File: config.mk
export PLATFORM = sky130hd
export DESIGN_NAME = noc_inj_gen
export DESIGN_NICKNAME = d
export VERILOG_FILES = /design/src/rtl/noc_inj_pkg.sv /design/src/rtl/noc_inj_lfsr.sv /design/src/rtl/noc_inj_gen.sv
export SDC_FILE = /design/constraint.sdc
export NUM_CORES = 1
export LEC_CHECK = 0
export BUFFER_PORTS_ARGS = -buffer_cell sky130_fd_sc_hd__buf_2
export CAP_MARGIN = 20
export CORE_MARGIN = 2
export CORE_UTILIZATION = 52
export DETAILED_ROUTE_END_ITERATION = 8
export HOLD_SLACK_MARGIN = 0.08
export PLACE_DENSITY = 0.77
export SYNTH_ARGS = -nofsm -noshare
export SYNTH_HDL_FRONTEND = slang
export SYNTH_SLANG_ARGS = --single-unit
File: constraint.sdc
create_clock -name clk -period 2.6 [get_ports clk]
set_input_delay 0.13 -clock clk [delete_from_list [all_inputs] [get_ports clk]]
set_output_delay 0.13 -clock clk [all_outputs]
set_load 0.03 [all_outputs]
File: src/rtl/noc_inj_pkg.sv
// noc_inj_pkg: shared word layout, mode codes, FSM states and LFSR step
// for the NoC traffic injector.
package noc_inj_pkg;

    localparam int NODE_W  = 4;
    localparam int WORD_W  = 20;
    localparam int SEQ_LSB = 16;
    localparam int SRC_LSB = 12;
    localparam int RSV_LSB = 8;
    localparam int DST_LSB = 4;
    localparam int PLD_LSB = 0;

    localparam logic [1:0] MODE_SWEEP  = 2'd0;
    localparam logic [1:0] MODE_FIXED  = 2'd1;
    localparam logic [1:0] MODE_RANDOM = 2'd2;

    typedef enum logic [1:0] {
        ST_IDLE,
        ST_SEND,
        ST_GAP,
        ST_DONE
    } state_t;

    // x^8 + x^6 + x^5 + x^4 + 1, shifting toward the MSB
    function automatic logic [7:0] lfsr_step(input logic [7:0] q);
        return {q[6:0], q[7] ^ q[5] ^ q[4] ^ q[3]};
    endfunction

    function automatic logic [WORD_W-1:0] make_word(
        input logic [NODE_W-1:0] seq,
        input logic [NODE_W-1:0] src,
        input logic [NODE_W-1:0] dst
    );
        logic [WORD_W-1:0] w;
        w = '0;
        w[SEQ_LSB +: NODE_W] = seq;
        w[SRC_LSB +: NODE_W] = src;
        w[RSV_LSB +: NODE_W] = '0;
        w[DST_LSB +: NODE_W] = dst;
        w[PLD_LSB +: NODE_W] = dst;
        return w;
    endfunction

endpackage

File: src/rtl/noc_inj_lfsr.sv
// noc_inj_lfsr: 8-bit Fibonacci LFSR for random destinations.
// Advances once per strobe; reset reloads SEED.
module noc_inj_lfsr
    import noc_inj_pkg::*;
#(
    parameter logic [7:0] SEED = 8'hA5
) (
    input  logic       clk,
    input  logic       rst,
    input  logic       adv,
    output logic [7:0] state
);

    always_ff @(posedge clk or negedge rst) begin
        if (!rst) begin
            state <= SEED;
        end else if (adv) begin
            state <= lfsr_step(state);
        end
    end

endmodule

File: src/rtl/noc_inj_gen.sv
// noc_inj_gen: per-node NoC traffic injector (sweep / fixed / random).
// Define NOC_INJ_STATS_EN to add the sent_cnt and stall_cnt counters.
module noc_inj_gen
    import noc_inj_pkg::*;
#(
    parameter int unsigned SRC_ID    = 0,
    parameter int unsigned NUM_NODES = 16,
    parameter logic [7:0]  LFSR_SEED = 8'hA5
) (
    input  logic              clk,
    input  logic              rst,
    input  logic              enable,
    input  logic [1:0]        mode,
    input  logic [3:0]        fixed_dest,
    input  logic [7:0]        burst_len,
    input  logic [3:0]        gap,
    input  logic              out_ready,
    output logic [WORD_W-1:0] dataout,
    output logic              out_valid,
    output logic              busy,
    output logic              done
`ifdef NOC_INJ_STATS_EN
    ,
    output logic [15:0]       sent_cnt,
    output logic [15:0]       stall_cnt
`endif
);

    localparam logic [NODE_W:0]   NN   = NUM_NODES[NODE_W:0];
    localparam logic [NODE_W-1:0] SRC  = SRC_ID[NODE_W-1:0];
    localparam logic [NODE_W:0]   LST5 = NN - 1'b1;
    localparam logic [NODE_W-1:0] LAST = LST5[NODE_W-1:0];

    function automatic logic [NODE_W-1:0] wrap_inc(
        input logic [NODE_W-1:0] d
    );
        logic [NODE_W:0] n;
        n = {1'b0, d} + 1'b1;
        if (n >= NN) n = '0;
        return n[NODE_W-1:0];
    endfunction

    localparam logic [NODE_W-1:0] ALT = wrap_inc(SRC);

    function automatic logic [NODE_W-1:0] pick_dest(
        input logic [1:0]        m,
        input logic [NODE_W-1:0] fd,
        input logic [7:0]        l,
        input logic [NODE_W-1:0] cur
    );
        logic [NODE_W:0]   r;
        logic [NODE_W-1:0] d;
        r = {1'b0, l[NODE_W-1:0]} % NN;
        d = wrap_inc(cur);
        case (m)
            MODE_FIXED: begin
                d = (fd == SRC || {1'b0, fd} >= NN) ? ALT : fd;
            end
            MODE_RANDOM: begin
                d = (r[NODE_W-1:0] == SRC) ? ALT : r[NODE_W-1:0];
            end
            default: begin
                if (d == SRC) d = wrap_inc(d);
            end
        endcase
        return d;
    endfunction

    state_t            state;
    logic [1:0]        mode_q;
    logic [3:0]        fix_q;
    logic [7:0]        burst_q;
    logic [3:0]        gap_q;
    logic [3:0]        gcnt;
    logic [7:0]        cnt;
    logic [NODE_W-1:0] dest_q;
    logic [7:0]        lfsr_q;
    logic              accept;
    logic [7:0]        cnt_n;
    logic [NODE_W-1:0] d_first;
    logic [NODE_W-1:0] d_next;

    assign accept  = out_valid & out_ready;
    assign cnt_n   = cnt + 8'd1;
    // Sweep starts from LAST so its successor is the lowest non-self node
    assign d_first = pick_dest(mode, fixed_dest, lfsr_q, LAST);
    assign d_next  = pick_dest(mode_q, fix_q, lfsr_step(lfsr_q), dest_q);

    noc_inj_lfsr #(
        .SEED (LFSR_SEED)
    ) u_lfsr (
        .clk   (clk),
        .rst   (rst),
        .adv   (accept),
        .state (lfsr_q)
    );

    always_ff @(posedge clk or negedge rst) begin
        if (!rst) begin
            state     <= ST_IDLE;
            mode_q    <= MODE_SWEEP;
            fix_q     <= '0;
            burst_q   <= '0;
            gap_q     <= '0;
            gcnt      <= '0;
            cnt       <= '0;
            dest_q    <= '0;
            dataout   <= '0;
            out_valid <= 1'b0;
            busy      <= 1'b0;
            done      <= 1'b0;
        end else begin
            unique case (state)
                ST_IDLE: begin
                    if (enable) begin
                        mode_q    <= mode;
                        fix_q     <= fixed_dest;
                        burst_q   <= burst_len;
                        gap_q     <= gap;
                        cnt       <= '0;
                        dest_q    <= d_first;
                        dataout   <= make_word('0, SRC, d_first);
                        out_valid <= 1'b1;
                        busy      <= 1'b1;
                        state     <= ST_SEND;
                    end
                end
                ST_SEND: begin
                    if (accept) begin
                        cnt     <= cnt_n;
                        dest_q  <= d_next;
                        dataout <= make_word(cnt_n[3:0], SRC, d_next);
                        if (burst_q != '0 && cnt_n == burst_q) begin
                            out_valid <= 1'b0;
                            busy      <= 1'b0;
                            done      <= 1'b1;
                            state     <= ST_DONE;
                        end else if (!enable) begin
                            out_valid <= 1'b0;
                            busy      <= 1'b0;
                            state     <= ST_IDLE;
                        end else if (gap_q != '0) begin
                            out_valid <= 1'b0;
                            gcnt      <= gap_q;
                            state     <= ST_GAP;
                        end
                    end
                end
                ST_GAP: begin
                    if (!enable) begin
                        busy  <= 1'b0;
                        state <= ST_IDLE;
                    end else if (gcnt == 4'd1) begin
                        out_valid <= 1'b1;
                        state     <= ST_SEND;
                    end else begin
                        gcnt <= gcnt - 4'd1;
                    end
                end
                ST_DONE: begin
                    if (!enable) begin
                        done  <= 1'b0;
                        state <= ST_IDLE;
                    end
                end
                default: state <= ST_IDLE;
            endcase
        end
    end

`ifdef NOC_INJ_STATS_EN
    always_ff @(posedge clk or negedge rst) begin
        if (!rst) begin
            sent_cnt  <= '0;
            stall_cnt <= '0;
        end else begin
            if (accept && sent_cnt != 16'hFFFF) begin
                sent_cnt <= sent_cnt + 16'd1;
            end
            if (out_valid && !out_ready && stall_cnt != 16'hFFFF) begin
                stall_cnt <= stall_cnt + 16'd1;
            end
        end
    end
`endif

endmodule

======== Word-level counts from Yosys, hierarchy flattened ========
Cells that the tools add are included.
word-level totals
  output and inout bits ................... 23
  input port bits ......................... 22
  logic and storage cells ................. 114
  register bits after elaboration ......... 67
cells by class
  $lt $le $gt $ge ......................... 2
  add/sub/neg operators ................... 4
  bitwise gates (word level) .............. 4
  reduce and logical (&&, ||, !) cells .... 20
  equal/unequal tests ..................... 21
  multiplexer cells ....................... 50
operator list
  kind                   number
  $mux W4                15
  $mux W20               2
  $pmux W20 S2           1
  $pmux W4 S2            4
  $logic_not A4 Y1       5
  $ne A2 B2 Y1 const B   10
  $mux W2                8
  $mux W8                2
  $pmux W8 S2            1
  $mux W1                13
  $add A4 B1 Y5 const B  2
  $ge A5 B5 Y1 const B   2
  $add A8 B1 Y8 const B  1
  $eq A2 B2 Y1 const B   4
  $eq A8 B8 Y1           1
  $pmux W2 S4            1
  $reduce_bool A8 Y1     1
  $reduce_and A7 Y1      1
  $eq A2 B1 Y1 const B   3
  $pmux W1 S3            2
  $reduce_and A3 Y1      2
  $reduce_and A6 Y1      1
  $reduce_bool A2 Y1     3
  $reduce_and A5 Y1      1
  13 further kinds       15

======== Longest topological paths before layout ========
Gate-level depths: netlist of run 1.
  depth after elaboration ................. 10
  mapped depth ............................ 8
  mapped depth without buffers ............ 8

======== Hierarchy ========
A second synthesis of run 1 with hierarchy kept.
unflattened totals
  cells, all modules ...................... 309
  area total of the unflattened synthesis .. 2969.1 sq um
modules (own cells, without submodules)
  module        seq. area each (sq um)  area each (sq um)  times used  cells an instance
  noc_inj_gen   975.9                   2645.0             1           288
  noc_inj_lfsr  205.2                   324.1              1           21

======== Worst setup path after synthesis of run 1 ========
Ideal clock, no wire load.
  path kind ............................... register to register
  start point ............................. register cnt[0]
  end point ............................... register state[0]
  arrival ................................. 2403 ps
  required time ........................... 2473 ps
  setup time .............................. 127 ps
  path slack .............................. 69 ps
  clock period less this slack ............ 2531 ps
  stages on the path, launching flop included .. 8
  buffers on the path ..................... 0
  cell sequence ........................... dfrtp_1 > ha_1 > and2b_1 > or4b_1 > a32oi_2 > nand3_2 > a221o_1 > mux2_1
between the ends
  longest elaborated chain between the ends .. 6
  elaborated cells between the ends (all ways) .. 8
  those cells by class .................... add/sub: 1; eq/ne: 2; mux: 3; reduce/logical: 2
RTL lines
  element                   RTL line            RTL
  start: declaration        noc_inj_gen.sv:75   logic [7:0] cnt;
  start signal: assignment  noc_inj_gen.sv:130  cnt <= cnt_n;
  $add A8 B1 Y8 (*)         noc_inj_gen.sv:84   assign cnt_n = cnt + 8'd1;
  $eq A8 B8 Y1 (*)          noc_inj_gen.sv:133  if (burst_q != '0 && cnt_n == burst_q) begin
  $logic_and A1 B1 Y1 (*)   noc_inj_gen.sv:133
  $mux W2                   noc_inj_gen.sv:133
  $mux W2                   noc_inj_gen.sv:129  if (accept) begin
  $pmux W2 S4               noc_inj_gen.sv:113  unique case (state)
  end signal: assignment    noc_inj_gen.sv:125  state <= ST_SEND;
  end signal: assignment    noc_inj_gen.sv:137  state <= ST_DONE;
  end signal: assignment    noc_inj_gen.sv:141  state <= ST_IDLE;
  end: declaration          noc_inj_gen.sv:69   state_t state;
Mark *: on every way between the ends. The rest lies on a longest branch, timed or not. The select of a mux whose other input is x is not followed.
A chain may end at the register's enable or synchronous reset.

======== Final worst setup path of run 1 ========
  start point ............................. register cnt[0]
  end point ............................... register done
between the ends
  longest elaborated chain between the ends .. 5
RTL lines
  element                             RTL line            RTL
  $add A8 B1 Y8                       noc_inj_gen.sv:84
  $eq A8 B8 Y1                        noc_inj_gen.sv:133
  $logic_and A1 B1 Y1                 noc_inj_gen.sv:133
  $ne A2 B2 Y1 (no source line)       --
  $reduce_and A4 Y1 (no source line)  --
  end signal: assignment              noc_inj_gen.sv:111  done <= 1'b0;
  end signal: assignment              noc_inj_gen.sv:136  done <= 1'b1;
  end signal: assignment              noc_inj_gen.sv:162  done <= 1'b0;
  end: declaration                    noc_inj_gen.sv:21   output logic done
Every way passes these cells.

==> impl_metrics.yaml, run 1 <==
logic_synthesis:
  postSynth.topFlopCell: "dfrtp_1"
  ys_types: 57
  synth-async-reset-ratio_pct: 100.0
  yosysTopAreaCell: "dfrtp_1"
  ys_warn_count: 0
  synth_seq_cells: 47
  syn_inst: 296
  synth_common_cells: "43 x dfrtp_1, 24 x mux2_2, 24 x o21ai_0"
  synth-edff-count: 0
  synthesis.area_sq_um: 2955
  postSynthAreaPerCell_sq_um: 9.984
  seq_area_frac_synth_pct: 39.97
  synth_most_common_cell: "dfrtp_1"
  synth_top_area_share_pct: 36.41
  ys_top_cells_by_area: "dfrtp_1 36%, mux2_2 9.1%, ha_1 5.5%, o21ai_0 4.1%, buf_4 4.1%"
cells_and_area:
  nFillCells: 455
  syn2layout_area_growth_pct: 15.37
  final_area_sq_um: 3410
  drive_gt1_share_pct: 26.38
  final_nets: 379
  antenna_cells: 0
  finish.utilization_pct: 61.92
pwr:
  p_per_area_nw_per_um2: 1091
  p_leak_uw: 0.001558
  irDropWorstVdd_uv: 671.8
outcome:
  status: "completed"
timing:
  holdWs_ns: 0.08248
  drv_slew: 0
  worst_pin_slew_ns: 0.8331
  period_share_pct: 96.16
  hold_viol_final: 0
  fmax_mhz: 400.0
  final.min_clock_period_ns: 2.500
  relSlewSlack_pct: 43.87
  setup-violations-final: 0
  skew_ns: 0.004233
worst_setup_path:
  slowest_delay_ns: 0.53
  reg2reg_depth: 8
  required_ns: 2.85
  rr_endpoint: "done"
  path_buf_inv: 1
  worstPathArrival_ns: 2.75
  slowest_stage: "or4b_4"
  cp_max_fo: 5
  reg2reg_from: "cnt[0]"
  cp_top_family: "simple AND/OR/NAND/NOR gates"
  cp-start-kind: "flip-flop"
  critical_path_class: "reg2reg"
  critical_path_depth: 8
  crit_end: "done"
  r2r_slack_ns: 0.1
  crit_start: "cnt[0]"
  endpoint_kind: "flip-flop"
  crit_path_cell_trace: "ha_2 -> and2b_1 -> or4b_4 -> a32oi_2 -> nand3_2 -> buf_4 -> or4b_1 -> nand3_1"
place:
  placed_area_sq_um: 3147
  post-dp-hpwl_um: 4290
  gp_congestion: 0.9115
  port_buffers: 36
global_routing:
  first_global_vias: 2167
  top_usage_layer: "met2"
  grt_util_met2_pct: 32.63
  grt_usage_pct: 20.15
  grt_max_degree: 48
  grt_use_met1_pct: 26.74
  antenna_found_initial: 0
  grt_first_pass_wirelength_um: 9825
  grt_overflow_total: 0
  use_met3_pct: 3.394
cts:
  cts_num_sinks: 47
  cts_inserted_buffers: 5
  clkLatencyLatePin_ns: 0.31
  root_buffer: "clkbuf_8"
  tritoncts: "done"
  clock_path_buffers: 2
  path_clk_slew_ns: 0.09
  cts-htree-levels: 2
route:
  postRouteAntennaNets: 0
  wl_um: 6232
  num_vias: 2348
  drtPass1Iterations: 4
  drt-initial-drc-count: 86
  viasPerCell: 5.631
  wl_per_cell_um: 14.94
  drc: 0
job:
  drv_cap: 0
die:
  ios: 45
  die_h_um: 79.39
  core_sq_um: 5507
  die-area_sq_um: 6302
  die_w_um: 79.39
  rows: 27
  start_util_pct: 53.67
hold_path:
  hold_path.class: "in2reg"
how the worst min path moves through the flow:
stage	from	to	slack, ns	cells after the start
4_1_cts	fixed_dest[0]	fix_q[0]	0.08	2
2_1_floorplan	rst	burst_q[0]	-0.17	0
6_report	fixed_dest[0]	fix_q[0]	0.08	2
3_3_place_gp	gap[2]	gap_q[2]	0.36	2
3_5_place_dp	rst	cnt[3]	0.37	1
5_1_grt	fixed_dest[0]	fix_q[0]	0.08	2
logic make-up after synthesis:
group           Yosys count  synth area share (%)
compound gates           72                 16.68
xor+xnor                 13                 3.853
fa+ha+maj                13                 5.504
buf+inv                  44                 8.129
flops                    47                 39.97
mux                      28                 10.54
other cells               1                0.1269
simple gates             78                 15.20
through the flow:
step	TNS, ns	worst slack (ns)	std cells	power (uW)
3_3_place_gp	0	0.08350	393	3158
4_1_cts	0	0.01734	414	3700
5_1_grt	-0.002399	-0.002399	417	3984
3_5_place_dp	0	0.06205	393	3211
6_report	0	0.09988	417	3719
2_1_floorplan	0	0.06913	303	2790
final cells by class:
type / count / area, sq um / share of cell area (%)
clock inverters: 1 / 5.005 / 0.1468
repair buffers: 62 / 420.4 / 12.33
well taps: 72 / 90.09 / 2.642
inverters: 16 / 60.06 / 1.761
clock buffers: 7 / 86.33 / 2.532
flip-flops and latches: 47 / 1181 / 34.64
multi-input cells: 212 / 1567 / 45.94
layer usage:
layer,wire length (um),part of all wire [%],vias to the layer above
met2,3047,49,53
met4,100,1.6,0
met1,2893,46,1138
met5,0,0,-
li1,-,-,1148
met3,191,3.1,9
sequential cells by signal, indices dropped and copies added (netlist names):
signal        cells
burst_q           8
cnt               8
u_lfsr.state      8
fix_q             4
gap_q             4
gcnt              4
dest_q            3
mode_q            2
state             2
busy              1
dataout           1
done              1
out_valid         1
repair_timing:
action | in CTS | in global routing
setup endpoints to repair | 0 | 2
resized for setup | 0 | 2
hold endpoints to repair | 55 | 0
setup buffers | 0 | 2
hold buffers | 13 | 0
worst reg2reg max path: stages, from the launching register on:
cell	delay, ns
dfrtp_1	0.40
ha_2	0.22
and2b_1	0.17
or4b_4	0.53
a32oi_2	0.22
nand3_2	0.15
buf_4	0.18
or4b_1	0.47
nand3_1	0.10
cell usage in the layout, fill, tap and decap left out, types with 6 or more instances in the layout:
cell            n
buf_2          36
nand2_1        21
a21oi_1        11
mux2_2         24
xnor2_1         8
buf_4          12
clkbuf_8        6
o21ai_0        24
nand3_1        13
ha_1           12
dlygate4sd3_1  13
conb_1          8
dfrtp_1        43
nor3_1          8
a22o_1          8
inv_1          16
report_power, final:
part	leakage (uW)	total, uW	internal, uW	switching (uW)
Clock	0.0000482	464	215	249
Combinational	0.000936	1980	851	1130
Sequential	0.000574	1280	999	277
Note: power is estimated with default switching activity, not from simulation.
==> run 2, diff against run 1 <==
--- a/config.mk
+++ b/config.mk
@@ -5,13 +5,14 @@
 export SDC_FILE = /design/constraint.sdc
 export NUM_CORES = 1
 export LEC_CHECK = 0
-export BUFFER_PORTS_ARGS = -buffer_cell sky130_fd_sc_hd__buf_2
 export CAP_MARGIN = 20
 export CORE_MARGIN = 2
-export CORE_UTILIZATION = 52
+export CORE_UTILIZATION = 57
 export DETAILED_ROUTE_END_ITERATION = 8
+export DONT_BUFFER_PORTS = 1
 export HOLD_SLACK_MARGIN = 0.08
-export PLACE_DENSITY = 0.77
+export PLACE_DENSITY = 0.75
+export RECOVER_POWER = 100
 export SYNTH_ARGS = -nofsm -noshare
 export SYNTH_HDL_FRONTEND = slang
 export SYNTH_SLANG_ARGS = --single-unit
==> constraint.sdc (replaced) <==
create_clock -name clk -period 2.6 [get_ports clk]
set_input_delay 0.52 -clock clk [delete_from_list [all_inputs] [get_ports clk]]
set_output_delay 0.52 -clock clk [all_outputs]
set_load 0.03 [all_outputs]
==> impl_metrics.yaml, run 2 (synthesized netlist as in run 1, its figures left out) <==
cts:
  clock_path_buffers: 2
  clkLatencyLatePin_ns: 0.31
  cts_inserted_buffers: 5
  cts_num_sinks: 47
  tritoncts: "done"
  path_clk_slew_ns: 0.09
  root_buffer: "clkbuf_8"
  cts-htree-levels: 2
timing:
  hold_viol_final: 0
  period_share_pct: 94.79
  worst_pin_slew_ns: 1.155
  rsz0062_at_grt: "false"
  tns_ns: 0
  final.min_clock_period_ns: 2.465
  drv_slew: 0
  setup-violations-final: 0
  relSlewSlack_pct: 22.99
  fmax_mhz: 405.7
  skew_ns: 0.008650
worst_setup_path:
  crit_path_cell_trace: "ha_2 -> and2b_1 -> or4b_4 -> a32oi_2 -> nand3_2 -> a221o_1 -> mux2_1"
  critical_path_class: "reg2reg"
  crit_end: "state[0]"
  cp-start-kind: "flip-flop"
  required_ns: 2.79
  rr_endpoint: "state[0]"
  endpoint_kind: "flip-flop"
  r2r_slack_ns: 0.14
  cp_max_fo: 6
  slowest_delay_ns: 0.52
  reg2reg_depth: 7
  slowest_stage: "or4b_4"
  crit_start: "cnt[0]"
  reg2reg_from: "cnt[0]"
  worstPathArrival_ns: 2.65
job:
  drv_cap: 0
pwr:
  p_int_uw: 1957
  p_sw_share_pct: 45.45
  power.switching_uw: 1631
  p_leak_uw: 0.001357
  irDropWorstVdd_uv: 640.9
  combPwrFrac_pct: 52.0
  p_clk_share_pct: 12.3
  seqPwrFrac_pct: 35.7
  p_per_area_nw_per_um2: 1157
place:
  gp_congestion: 0.8111
  post-dp-hpwl_um: 4402
  placed_area_sq_um: 2994
  dp_cells: 359
  port_buffers: 0
hold_path:
  hold_path.class: "in2reg"
die:
  die_w_um: 76.01
  die-area_sq_um: 5777
  start_util_pct: 58.61
  die_h_um: 76.01
  core_sq_um: 5042
  ios: 45
  rows: 26
cells_and_area:
  final_area_sq_um: 3100
  syn2layout_area_growth_pct: 4.911
  antenna_cells: 0
  largestRegisters: "burst_q x8, cnt x8, u_lfsr.state x8"
  instances_no_fill: 371
  final_cell_mix: "43 x dfrtp_1, 24 x o21ai_0, 24 x mux2_2"
  final_nets: 335
  finish.utilization_pct: 61.49
  final_common_cell: "dfrtp_1"
  drive_gt1_share_pct: 17.94
global_routing:
  grt_usage_pct: 21.75
  grt_overflow_total: 0
  first_global_vias: 2175
  grt_max_degree: 48
  antenna_found_initial: 0
  grt_first_pass_wirelength_um: 10300
route:
  drt-initial-drc-count: 112
  num_vias: 2240
  drc: 0
  drtPass1Iterations: 4
  wl_um: 5938
  viasPerCell: 6.038
  wl_per_cell_um: 16.01
  postRouteAntennaNets: 0
outcome:
  status: "completed"
run 2: cell types whose count changed in the layout (fill, tap and decap cells not counted), sizes merged:
cell and change:
clkbuf +8, clkinv +1, buf -41, dlygate4sd3 -12
run 2: worst max-delay path, delay by kind of cell (launching register included):
family	cells	cell delay (ns)
adder cells (fa/ha/maj)	1	0.21
flip-flops	1	0.40
AND/OR/NAND/NOR	3	0.83
AO/OA/AOI/OAI	2	0.57
multiplexers	1	0.32
run 2: cell type report:
class	count	area, sq um
Inverter	16	60.06
Clock buffer	6	72.57
Tap cell	70	87.58
Fill cell	453	1942
Clock inverter	2	13.76
Timing Repair Buffer	18	111.4
Multi-Input combinational cell	212	1574
Sequential cell	47	1181
run 2: worst min-delay path by stage:
stage,from,endpoint,slack [ns],cells after the start
final,burst_len[1],burst_q[1],0.35,1
after floorplan,rst,burst_q[0],0.22,0
after global placement,rst,burst_q[3],0.23,0
after detailed placement,rst,burst_q[0],0.23,0
after global routing,burst_len[1],burst_q[1],0.34,1
after CTS,burst_len[1],burst_q[1],0.35,1
run 2: repair_timing:
item                       in CTS  in global routing
setup buffers                   0                  2
hold endpoints to repair       47                  0
hold buffers                    2                  0
resized for setup               0                  4
setup endpoints to repair       0                  6
run 2: stage by stage:
stage	total power, uW	hold slack, ns	worst slack, ns
4_1_cts	3626	0.3453	0.04655
5_1_grt	3904	0.3421	0.01127
3_5_place_dp	3160	0.2254	0.06617
3_3_place_gp	3096	0.2257	0.1280
6_report	3588	0.3533	0.1354
2_1_floorplan	2790	0.2244	0.06913
run 2: power groups by stage:
| stage | clock [uW] | sequential (uW) | combinational, uW |
|---|---|---|---|
| after floorplan | 0 | 1290 | 1500 |
| after global placement | 0 | 1280 | 1820 |
| after detailed placement | 0 | 1300 | 1860 |
| after CTS | 451 | 1280 | 1900 |
| after global routing | 479 | 1320 | 2100 |
| final | 441 | 1280 | 1870 |
run 2: per-layer routing:
metal  up-vias  part of all wire (%)  track usage [%]  wire length [um]
li1       1066                     -                -                 -
met1      1110                    44            28.83              2620
met2        56                    50            36.34              2967
met3         8                   4.5            4.976               270
met4         0                   1.3            5.636                80
met5         -                     0                0                 0
==> run 3, diff against run 2 <==
--- a/config.mk
+++ b/config.mk
@@ -6,6 +6,7 @@
 export NUM_CORES = 1
 export LEC_CHECK = 0
 export CAP_MARGIN = 20
+export CORE_ASPECT_RATIO = 0.8
 export CORE_MARGIN = 2
 export CORE_UTILIZATION = 57
 export DETAILED_ROUTE_END_ITERATION = 8
==> impl_metrics.yaml, run 3 (synthesized netlist as in run 1, its figures left out) <==
outcome:
  status: "completed"
cts:
  cts_num_sinks: 47
  cts_inserted_buffers: 5
  tritoncts: "done"
  clkLatencyLatePin_ns: 0.30
  root_buffer: "clkbuf_8"
  path_clk_slew_ns: 0.09
  cts-htree-levels: 2
  clock_path_buffers: 2
global_routing:
  grt_first_pass_wirelength_um: 9632
  grt_max_degree: 48
  grt_overflow_total: 0
  grt_usage_pct: 21.15
  antenna_found_initial: 0
  first_global_vias: 2038
worst_setup_path:
  required_ns: 2.83
  slowest_delay_ns: 0.55
  cp_max_fo: 6
  cp-start-kind: "flip-flop"
  critical_path_class: "reg2reg"
  worstPathArrival_ns: 2.72
  slowest_stage: "or4b_1"
  crit_top_cell: "or4b_1"
  endpoint_kind: "flip-flop"
  crit_path_cell_trace: "ha_2 -> and2b_1 -> or4b_1 -> a32oi_2 -> nand3_2 -> clkbuf_2 -> or4b_1 -> nand3_1"
pwr:
  power.switching_uw: 1602
  irDropWorstVdd_uv: 584.4
  p_per_area_nw_per_um2: 1159
  seqPwrFrac_pct: 37.2
  p_leak_uw: 0.001341
  combPwrFrac_pct: 50.1
  p_int_uw: 1957
  p_sw_share_pct: 45.02
  p_clk_share_pct: 12.7
route:
  postRouteAntennaNets: 0
  drtPass1Iterations: 4
  wl_per_cell_um: 16.23
  drc: 0
  viasPerCell: 6.069
  drt-initial-drc-count: 134
  num_vias: 2203
  wl_um: 5892
cells_and_area:
  final_cell_mix: "43 x dfrtp_1, 24 x o21ai_0, 24 x mux2_2"
  final_area_sq_um: 3070
  final_nets: 335
  final_common_cell: "dfrtp_1"
  syn2layout_area_growth_pct: 3.895
  antenna_cells: 0
  drive_gt1_share_pct: 16.28
  largestRegisters: "burst_q x8, cnt x8, u_lfsr.state x8"
die:
  die-area_sq_um: 5781
  core_sq_um: 5007
  die_w_um: 84.51
  ios: 45
  start_util_pct: 59.02
  rows: 23
  die_h_um: 68.41
timing:
  tns_ns: 0
  relSlewSlack_pct: 23.05
  skew_ns: 0.01674
  fmax_mhz: 402.4
  rsz0062_at_grt: "false"
  hold_viol_final: 0
  drv_slew: 0
  setup-violations-final: 0
  worst_pin_slew_ns: 1.154
  worst_slack_ns: 0.1148
  period_share_pct: 95.59
  final.min_clock_period_ns: 2.485
job:
  drv_cap: 0
place:
  dp_slack_ns: 0.08927
  placed_area_sq_um: 2984
  gp_congestion: 0.8597
  post-dp-hpwl_um: 4238
  port_buffers: 0
hold_path:
  hold_path.class: "in2reg"
[run 3: critical path: cells and delay by family, from the launching register on]
family	cells	cell delay [ns]
buffers and inverters	1	0.17
AO/OA/AOI/OAI	1	0.23
adder cells (fa/ha/maj)	1	0.22
AND/OR/NAND/NOR	5	1.40
flip-flops	1	0.39
[run 3: power by group through the flow]
stage	clock network [uW]	logic, uW	registers, uW
2_1_floorplan	0	1500	1290
3_3_place_gp	0	1770	1330
3_5_place_dp	0	1810	1340
4_1_cts	466	1850	1320
5_1_grt	491	1980	1360
6_report	450	1780	1320
[run 3: metal layers]
metal	GRT usage, %	up-vias	routed length [um]
li1	-	1063	-
met5	0	-	0
met2	34.55	52	2831
met3	4.101	4	294
met1	28.63	1084	2720
met4	7.341	0	46
[run 3: timing repair]
item | 4_1_cts | 5_1_grt
gates resized for setup | 0 | 1
hold endpoints to repair | 47 | 0
setup buffers | 0 | 2
setup endpoints to repair | 0 | 6
hold buffers | 2 | 0
[run 3: worst paths after layout]
| kind | from | end | slack (ns) | cells after the start |
|---|---|---|---|---|
| worst max-delay path | cnt[0] | done | 0.11 | 8 |
| worst min-delay path | burst_len[5] | burst_q[5] | 0.36 | 1 |
| worst max register to register | cnt[0] | done | 0.11 | 8 |
| worst min register to register | fix_q[0] | fix_q[0] | 0.50 | 1 |
| max in group asynchronous | rst | dataout[7] | 0.90 | 2 |
| min in group asynchronous | rst | cnt[2] | 0.96 | 2 |
[run 3: layout make-up]
cell class | count | area (sq um)
clock buffer | 7 | 86.33
clock inverter | 1 | 5.005
inverter | 16 | 60.06
tap | 62 | 77.57
timing repair buffer | 18 | 102.6
fill | 424 | 1937
sequential | 47 | 1181
multi-input combinational | 212 | 1558
[run 3: per-stage QoR]
stage               util, %  hold WS [ns]  total power, uW  instances
global placement      59.60        0.2256             3096        351
CTS                   62.17        0.3558             3637        361
global route          61.32        0.3458             3837        363
finish                61.32        0.3584             3559        363
floorplan                 -        0.2244             2790        303
detailed placement    59.60        0.2254             3151        351
